===== src/rtl/fb_master_arb_if.sv =====
// Requester and PLB master-write signals for the two-requester framebuffer arbiter.
// The master modport is the arbiter's view; slave is the requesters/bus side.
interface fb_master_arb_if;
  logic        req0_wr_req;
  logic [31:0] req0_addr;
  logic [31:0] req0_data;
  logic        req0_cmdack;
  logic        req0_cmplt;
  logic        req0_error;
  logic        req1_wr_req;
  logic [31:0] req1_addr;
  logic [31:0] req1_data;
  logic        req1_cmdack;
  logic        req1_cmplt;
  logic        req1_error;
  logic        IP2Bus_MstWr_Req;
  logic [31:0] IP2Bus_Mst_Addr;
  logic [31:0] IP2Bus_MstWr_d;
  logic        Bus2IP_Mst_CmdAck;
  logic        Bus2IP_Mst_Cmplt;
  logic        Bus2IP_Mst_Error;
  logic [1:0]  grant;
  logic        busy;

  modport master (
    input  req0_wr_req, req0_addr, req0_data,
    input  req1_wr_req, req1_addr, req1_data,
    input  Bus2IP_Mst_CmdAck, Bus2IP_Mst_Cmplt, Bus2IP_Mst_Error,
    output req0_cmdack, req0_cmplt, req0_error,
    output req1_cmdack, req1_cmplt, req1_error,
    output IP2Bus_MstWr_Req, IP2Bus_Mst_Addr, IP2Bus_MstWr_d,
    output grant, busy
  );

  modport slave (
    output req0_wr_req, req0_addr, req0_data,
    output req1_wr_req, req1_addr, req1_data,
    output Bus2IP_Mst_CmdAck, Bus2IP_Mst_Cmplt, Bus2IP_Mst_Error,
    input  req0_cmdack, req0_cmplt, req0_error,
    input  req1_cmdack, req1_cmplt, req1_error,
    input  IP2Bus_MstWr_Req, IP2Bus_Mst_Addr, IP2Bus_MstWr_d,
    input  grant, busy
  );
endinterface


===== src/rtl/fb_master_arb.sv =====
// Round-robin arbiter sharing one PLB master write port between the fbwriter
// (requester 0) and the fill/clear engine (requester 1), with per-phase timeout.
module fb_master_arb #(
  parameter int unsigned TIMEOUT = 1023
) (
  input logic            PLB_clk,
  input logic            reset,
  fb_master_arb_if.master bus
);
  typedef enum logic [1:0] {IDLE, ISSUE, WAIT_CMPLT} state_e;

  localparam logic [15:0] TMO_LAST = 16'(TIMEOUT - 1);

  state_e      state_q, state_d;
  logic [1:0]  grant_q, grant_d;
  logic [1:0]  cmdack_q, cmdack_d;
  logic [1:0]  cmplt_q, cmplt_d;
  logic [1:0]  err_q, err_d;
  logic        mreq_q, mreq_d;
  logic [31:0] addr_q, addr_d;
  logic [31:0] data_q, data_d;
  logic [15:0] cnt_q, cnt_d;
  logic        last_q, last_d;
  logic [1:0]  req_v;
  logic        win1;

  // A requester still shows wr_req in the cycle its cmplt is visible; mask it
  // so a finished transaction is not issued twice.
  assign req_v = {bus.req1_wr_req, bus.req0_wr_req} & ~cmplt_q;

  always_ff @(posedge PLB_clk or posedge reset) begin
    if (reset) begin
      state_q  <= IDLE;
      grant_q  <= '0;
      cmdack_q <= '0;
      cmplt_q  <= '0;
      err_q    <= '0;
      mreq_q   <= 1'b0;
      addr_q   <= '0;
      data_q   <= '0;
      cnt_q    <= '0;
      last_q   <= 1'b1;
    end else begin
      state_q  <= state_d;
      grant_q  <= grant_d;
      cmdack_q <= cmdack_d;
      cmplt_q  <= cmplt_d;
      err_q    <= err_d;
      mreq_q   <= mreq_d;
      addr_q   <= addr_d;
      data_q   <= data_d;
      cnt_q    <= cnt_d;
      last_q   <= last_d;
    end
  end

  always_comb begin
    state_d  = state_q;
    grant_d  = grant_q;
    cmdack_d = '0;
    cmplt_d  = '0;
    err_d    = '0;
    mreq_d   = mreq_q;
    addr_d   = addr_q;
    data_d   = data_q;
    cnt_d    = cnt_q;
    last_d   = last_q;
    win1     = 1'b0;
    case (state_q)
      IDLE: begin
        if (|req_v) begin
          win1    = req_v[1] & (~req_v[0] | ~last_q);
          grant_d = win1 ? 2'b10 : 2'b01;
          addr_d  = win1 ? bus.req1_addr : bus.req0_addr;
          data_d  = win1 ? bus.req1_data : bus.req0_data;
          last_d  = win1;
          cnt_d   = '0;
          mreq_d  = 1'b1;
          state_d = ISSUE;
        end
      end
      ISSUE: begin
        if (bus.Bus2IP_Mst_CmdAck) begin
          cmdack_d = grant_q;
          mreq_d   = 1'b0;
          if (bus.Bus2IP_Mst_Cmplt) begin
            cmplt_d = grant_q;
            err_d   = bus.Bus2IP_Mst_Error ? grant_q : 2'b00;
            grant_d = '0;
            state_d = IDLE;
          end else begin
            cnt_d   = '0;
            state_d = WAIT_CMPLT;
          end
        end else if (cnt_q == TMO_LAST) begin
          cmplt_d = grant_q;
          err_d   = grant_q;
          mreq_d  = 1'b0;
          grant_d = '0;
          state_d = IDLE;
        end else begin
          cnt_d = cnt_q + 16'd1;
        end
      end
      WAIT_CMPLT: begin
        if (bus.Bus2IP_Mst_Cmplt) begin
          cmplt_d = grant_q;
          err_d   = bus.Bus2IP_Mst_Error ? grant_q : 2'b00;
          grant_d = '0;
          state_d = IDLE;
        end else if (cnt_q == TMO_LAST) begin
          cmplt_d = grant_q;
          err_d   = grant_q;
          grant_d = '0;
          state_d = IDLE;
        end else begin
          cnt_d = cnt_q + 16'd1;
        end
      end
      default: state_d = IDLE;
    endcase
  end

  assign bus.req0_cmdack      = cmdack_q[0];
  assign bus.req0_cmplt       = cmplt_q[0];
  assign bus.req0_error       = err_q[0];
  assign bus.req1_cmdack      = cmdack_q[1];
  assign bus.req1_cmplt       = cmplt_q[1];
  assign bus.req1_error       = err_q[1];
  assign bus.IP2Bus_MstWr_Req = mreq_q;
  assign bus.IP2Bus_Mst_Addr  = addr_q;
  assign bus.IP2Bus_MstWr_d   = data_q;
  assign bus.grant            = grant_q;
  assign bus.busy             = (state_q != IDLE);
endmodule


===== src/flat_wrapper.sv =====
// flat-port wrapper written by rule: the top's interface ports become plain ports
module fb_master_arb_flat 
#(
  parameter int unsigned TIMEOUT = 1023
)
  (PLB_clk, reset, bus_req0_wr_req, bus_req0_addr, bus_req0_data, bus_req1_wr_req, bus_req1_addr, bus_req1_data, bus_Bus2IP_Mst_CmdAck, bus_Bus2IP_Mst_Cmplt, bus_Bus2IP_Mst_Error, bus_req0_cmdack, bus_req0_cmplt, bus_req0_error, bus_req1_cmdack, bus_req1_cmplt, bus_req1_error, bus_IP2Bus_MstWr_Req, bus_IP2Bus_Mst_Addr, bus_IP2Bus_MstWr_d, bus_grant, bus_busy);
  fb_master_arb_if bus_i ();
  input logic PLB_clk;
  input logic reset;
  input wire logic [$bits(bus_i.req0_wr_req)-1:0] bus_req0_wr_req;
  input wire logic [$bits(bus_i.req0_addr)-1:0] bus_req0_addr;
  input wire logic [$bits(bus_i.req0_data)-1:0] bus_req0_data;
  input wire logic [$bits(bus_i.req1_wr_req)-1:0] bus_req1_wr_req;
  input wire logic [$bits(bus_i.req1_addr)-1:0] bus_req1_addr;
  input wire logic [$bits(bus_i.req1_data)-1:0] bus_req1_data;
  input wire logic [$bits(bus_i.Bus2IP_Mst_CmdAck)-1:0] bus_Bus2IP_Mst_CmdAck;
  input wire logic [$bits(bus_i.Bus2IP_Mst_Cmplt)-1:0] bus_Bus2IP_Mst_Cmplt;
  input wire logic [$bits(bus_i.Bus2IP_Mst_Error)-1:0] bus_Bus2IP_Mst_Error;
  output wire logic [$bits(bus_i.req0_cmdack)-1:0] bus_req0_cmdack;
  output wire logic [$bits(bus_i.req0_cmplt)-1:0] bus_req0_cmplt;
  output wire logic [$bits(bus_i.req0_error)-1:0] bus_req0_error;
  output wire logic [$bits(bus_i.req1_cmdack)-1:0] bus_req1_cmdack;
  output wire logic [$bits(bus_i.req1_cmplt)-1:0] bus_req1_cmplt;
  output wire logic [$bits(bus_i.req1_error)-1:0] bus_req1_error;
  output wire logic [$bits(bus_i.IP2Bus_MstWr_Req)-1:0] bus_IP2Bus_MstWr_Req;
  output wire logic [$bits(bus_i.IP2Bus_Mst_Addr)-1:0] bus_IP2Bus_Mst_Addr;
  output wire logic [$bits(bus_i.IP2Bus_MstWr_d)-1:0] bus_IP2Bus_MstWr_d;
  output wire logic [$bits(bus_i.grant)-1:0] bus_grant;
  output wire logic [$bits(bus_i.busy)-1:0] bus_busy;
  assign bus_i.req0_wr_req = bus_req0_wr_req;
  assign bus_i.req0_addr = bus_req0_addr;
  assign bus_i.req0_data = bus_req0_data;
  assign bus_i.req1_wr_req = bus_req1_wr_req;
  assign bus_i.req1_addr = bus_req1_addr;
  assign bus_i.req1_data = bus_req1_data;
  assign bus_i.Bus2IP_Mst_CmdAck = bus_Bus2IP_Mst_CmdAck;
  assign bus_i.Bus2IP_Mst_Cmplt = bus_Bus2IP_Mst_Cmplt;
  assign bus_i.Bus2IP_Mst_Error = bus_Bus2IP_Mst_Error;
  assign bus_req0_cmdack = bus_i.req0_cmdack;
  assign bus_req0_cmplt = bus_i.req0_cmplt;
  assign bus_req0_error = bus_i.req0_error;
  assign bus_req1_cmdack = bus_i.req1_cmdack;
  assign bus_req1_cmplt = bus_i.req1_cmplt;
  assign bus_req1_error = bus_i.req1_error;
  assign bus_IP2Bus_MstWr_Req = bus_i.IP2Bus_MstWr_Req;
  assign bus_IP2Bus_Mst_Addr = bus_i.IP2Bus_Mst_Addr;
  assign bus_IP2Bus_MstWr_d = bus_i.IP2Bus_MstWr_d;
  assign bus_grant = bus_i.grant;
  assign bus_busy = bus_i.busy;
  fb_master_arb #(.TIMEOUT(TIMEOUT)) u_core (.PLB_clk(PLB_clk), .reset(reset), .bus(bus_i));
endmodule

===== config.mk =====
export PLATFORM = sky130hd
export DESIGN_NAME = fb_master_arb_flat
export DESIGN_NICKNAME = d
export VERILOG_FILES = /design/src/rtl/fb_master_arb_if.sv /design/src/rtl/fb_master_arb.sv /design/src/flat_wrapper.sv
export SDC_FILE = /design/constraint.sdc
export NUM_CORES = 1
export LEC_CHECK = 0
export CAP_MARGIN = 20
export CELL_PAD_IN_SITES_DETAIL_PLACEMENT = 0
export CELL_PAD_IN_SITES_GLOBAL_PLACEMENT = 1
export CORE_ASPECT_RATIO = 1.25
export CORE_UTILIZATION = 27
export DETAILED_ROUTE_END_ITERATION = 12
export GPL_TIMING_DRIVEN = 1
export PLACE_DENSITY_LB_ADDON = 0.25
export SETUP_SLACK_MARGIN = 0.15
export SLEW_MARGIN = 20
export SYNTH_ARGS = -nofsm -noshare
export SYNTH_HDL_FRONTEND = slang
export SYNTH_SLANG_ARGS = --single-unit
export TNS_END_PERCENT = 100

===== constraint.sdc =====
create_clock -name PLB_clk -period 3.15 [get_ports PLB_clk]
set_input_delay 0.63 -clock PLB_clk [delete_from_list [all_inputs] [get_ports PLB_clk]]
set_output_delay 0.63 -clock PLB_clk [all_outputs]
set_load 0.02 [all_outputs]

==> run metrics <==
status=complete, no violations; grt ovf=0; metal2 WL=6480 um; vias in the first global route=4,043; Tcrit/Tclk final=78.8%; Slowest-stage cell, CP=clkdlybuf4s50_1; layout cells sized above 1=5.08%; Net Sw Frac=38.7%; Power per Cell Area=848 mW/mm2; Clock power frac=19.3%; Max Freq=403 MHz; Clock Tree Root=clkbuf_16; routed length per instance=14.7 um; later-pin clock latency in the skew report=0.34 ns; part of the power in registers=31.7%; Port Buffers=208; die area=0.0169 mm2; area grow syn2layout=60.9%; Post-route DRC=0; fill count=1,551; Worst setup EP type=output port; skew final=0.00654 ns; Ports=209; Iter 0 DRT Violations=119; post-synth top area share=51.5%; Mapped Nets=582; area leader, netlist=dfrtp_1; main area contributors after synthesis=dfrtp_1, mux2i_1, o21ai_0; post-layout util=45.0%; Max-Cap Viols=0; Top cell by count, worst path=inv_1; Mapped Avg Cell Area=10.0 um2; Cells after DPL=846; RSZ-0062 raised after global routing=no; H-tree levels=3; Core ar.=0.0158 mm2; post-CTS setup buffer count=0; die height=145 um; area of the multi-input gates=0.00200 mm2; FF+latch area=0.00230 mm2; Seq/Total Area, Yosys=52.1%; CP arrival=1.85 ns; top sig layer=met4; number of synthesis warnings=0; data required time of the critical path=2.52 ns; met3 wire len=1090 um; CTS tree=built; max-slew violation count=0; GPL Wtd Cong=0.819; Nets=786; Pleak=0.00314 uW; CP Launch Type=flip-flop; Internal Power=3700 uW; Final Setup Violations=0; post-cts sizing count=0; antenna violations before repair=0; Cell Area, Synth=0.00442 mm2; antenna diode count=0; worst hold path type=flip-flop to flip-flop; worst setup path startpoint=u_core.state_q[0]$_DFFE_PP0P_; Gate power share=49.0%; maximum root-to-sink buffer count=2; DRT met1 WL=4950 um; Buf/Inv on CP=3; net switching power=2340 uW; delay-heaviest family, CP=buffers and inverters; GRT Resource Usage Total=15.6%; first-pass GRT wire length=20,300 um; largest net degree at the start of global routing=51; hold slack=0.477 ns; vias=3,882; worst-path maximum fanout=5; die width=116 um; Clock transition at path regs=0.07 ns; hold_buf cts=0; placed wire-length estimate=9950 um; Post-Route WL=12,700 um; Hold Crit Start=u_core.bus.IP2Bus_Mst_Addr[7]$_DFFE_PP0P_; Worst R2R Start=u_core.state_q[1]$_DFFE_PP0P_; min cycle time layout=2.48 ns; DRT Pass-1 Iters=4; endpoints failing hold=0; post-synthesis register bit count=92; post-route ant nets=0; final total power=6040 uW; Num CTS Buffers=9; CP Class=flip-flop to output port; initial core utilization=27.9%; cell count after synthesis=441; Core Rows=51; VDD IR max=0.318 mV; setup TNS=0 ns; CP cell instances=inv_1 > ha_1 > inv_1 > clkdlybuf4s50_1; Worst-Margin Slew=0.663 ns; Yosys cell types=41; final non-filler cell total=862; Sink Count=92; worst rel slew slack=55.7%; post-DR vias/cell=4.50; CP peak stage delay=0.60 ns
[cell usage in the layout (no fill, tap or decap), drive strengths merged, types with 2 or more instances in the layout]
cell type	instances
nor2b	2
o21ai	73
nand2b	3
and4	2
xor2	2
nand2	83
nor2	13
ha	6
nand4	7
clkbuf	9
buf	8
nand3	7
or3	4
a21oi	10
nor3	2
bufinv	2
a21o	2
o31ai	3
o2bb2ai	2
mux2i	66
o211ai	3
clkdlybuf4s50	208
or4	6
inv	11
and3	7
dfrtp	91
clkinv	3
[cell type report]
class,instances,share of cell area [%]
clock buffers,9,3.16
clock inverters,7,1.39
inverters,10,0.580
multi-input cells,316,28.2
flip-flops and latches,92,32.4
well taps,212,3.73
repair buffers,216,30.6
[logic make-up (layout without fill, tap and decap cells)]
kind of cell | count (synthesis) | count (layout) | share of synthesized area [%]
flops | 92 | 92 | 52.1
simple gates | 141 | 141 | 14.8
buf+inv | 33 | 242 | 3.03
fa+ha+maj | 6 | 6 | 1.70
mux | 66 | 66 | 14.9
xor+xnor | 3 | 3 | 0.594
compound gates | 100 | 100 | 12.9
[worst reg2reg max path: cells and delay by family (launching register included)]
family / cells / cell delay, ns
and+or+nand+nor: 3 / 1.16
AOI/OAI and AO/OA: 2 / 0.44
DFF: 1 / 0.40
adders and majority gates: 1 / 0.25
buffers and inverters: 1 / 0.08
[per-stage QoR]
stage	worst slack, ns	cell area, um2
6_report	0.667	7120
3_5_place_dp	0.359	6790
5_1_grt	0.511	7120
3_3_place_gp	0.430	6790
4_1_cts	0.655	7120
2_1_floorplan	1.14	4430
[synthesized netlist by cell type, drive strengths merged]
library cell  instances
dfrtp                91
nand2                83
o21ai                73
mux2i                66
clkbuf               14
nor2                 13
a21oi                10
inv                  10
buf                   9
and3                  7
nand3                 7
nand4                 7
ha                    6
or4                   6
or3                   4
nand2b                3
o211ai                3
o31ai                 3
a21o                  2
and4                  2
nor2b                 2
nor3                  2
o2bb2ai               2
xor2                  2
a22o                  1
a31o                  1
a31oi                 1
a32o                  1
and2                  1
dfstp                 1
nand4b                1
nor4                  1
nor4bb                1
o21a                  1
o21bai                1
o32ai                 1
or2                   1
xnor2                 1
[power by group through the flow]
stage / logic, uW / clock network (uW) / registers, uW
finish: 2960 / 1170 / 1910
global route: 3220 / 1260 / 1980
CTS: 3000 / 1210 / 1920
detailed placement: 3000 / 0 / 1930
global placement: 2980 / 0 / 1920
floorplan: 1040 / 0 / 2430
[state kept, by name, indices dropped and copies added (netlist names)]
name / flops
u_core.bus.IP2Bus_Mst_Addr: 32
u_core.bus.IP2Bus_MstWr_d: 32
u_core.bus.grant: 2
u_core.last_q: 1
u_core.err_q: 2
u_core.cmdack_q: 2
u_core.state_q: 2
u_core.cmplt_q: 2
u_core.bus.IP2Bus_MstWr_Req: 1
u_core.cnt_q: 16
[per-layer routing]
| metal | vias up | track usage [%] |
|---|---|---|
| li1 | 1955 | - |
| met1 | 1771 | 17.3 |
| met3 | 12 | 5.81 |
| met4 | 0 | 5.00 |
| met5 | - | 0 |
| met2 | 144 | 27.2 |
[worst paths after layout]
| kind | end | slack [ns] | depth (start not counted) |
|---|---|---|---|
| max in group asynchronous | u_core.last_q$_DFFE_PP1P_ | 1.63 | 3 |
| setup reg to reg | u_core.cnt_q[14]$_DFFE_PP0P_ | 0.74 | 7 |
| hold reg to reg | u_core.bus.IP2Bus_Mst_Addr[7]$_DFFE_PP0P_ | 0.48 | 2 |
| setup / recovery | bus_busy | 0.67 | 4 |
| min in group asynchronous | u_core.cnt_q[0]$_DFFE_PP0P_ | 0.74 | 2 |
| hold / removal | u_core.bus.IP2Bus_Mst_Addr[7]$_DFFE_PP0P_ | 0.48 | 2 |
Power figures use the tool's default switching activity.
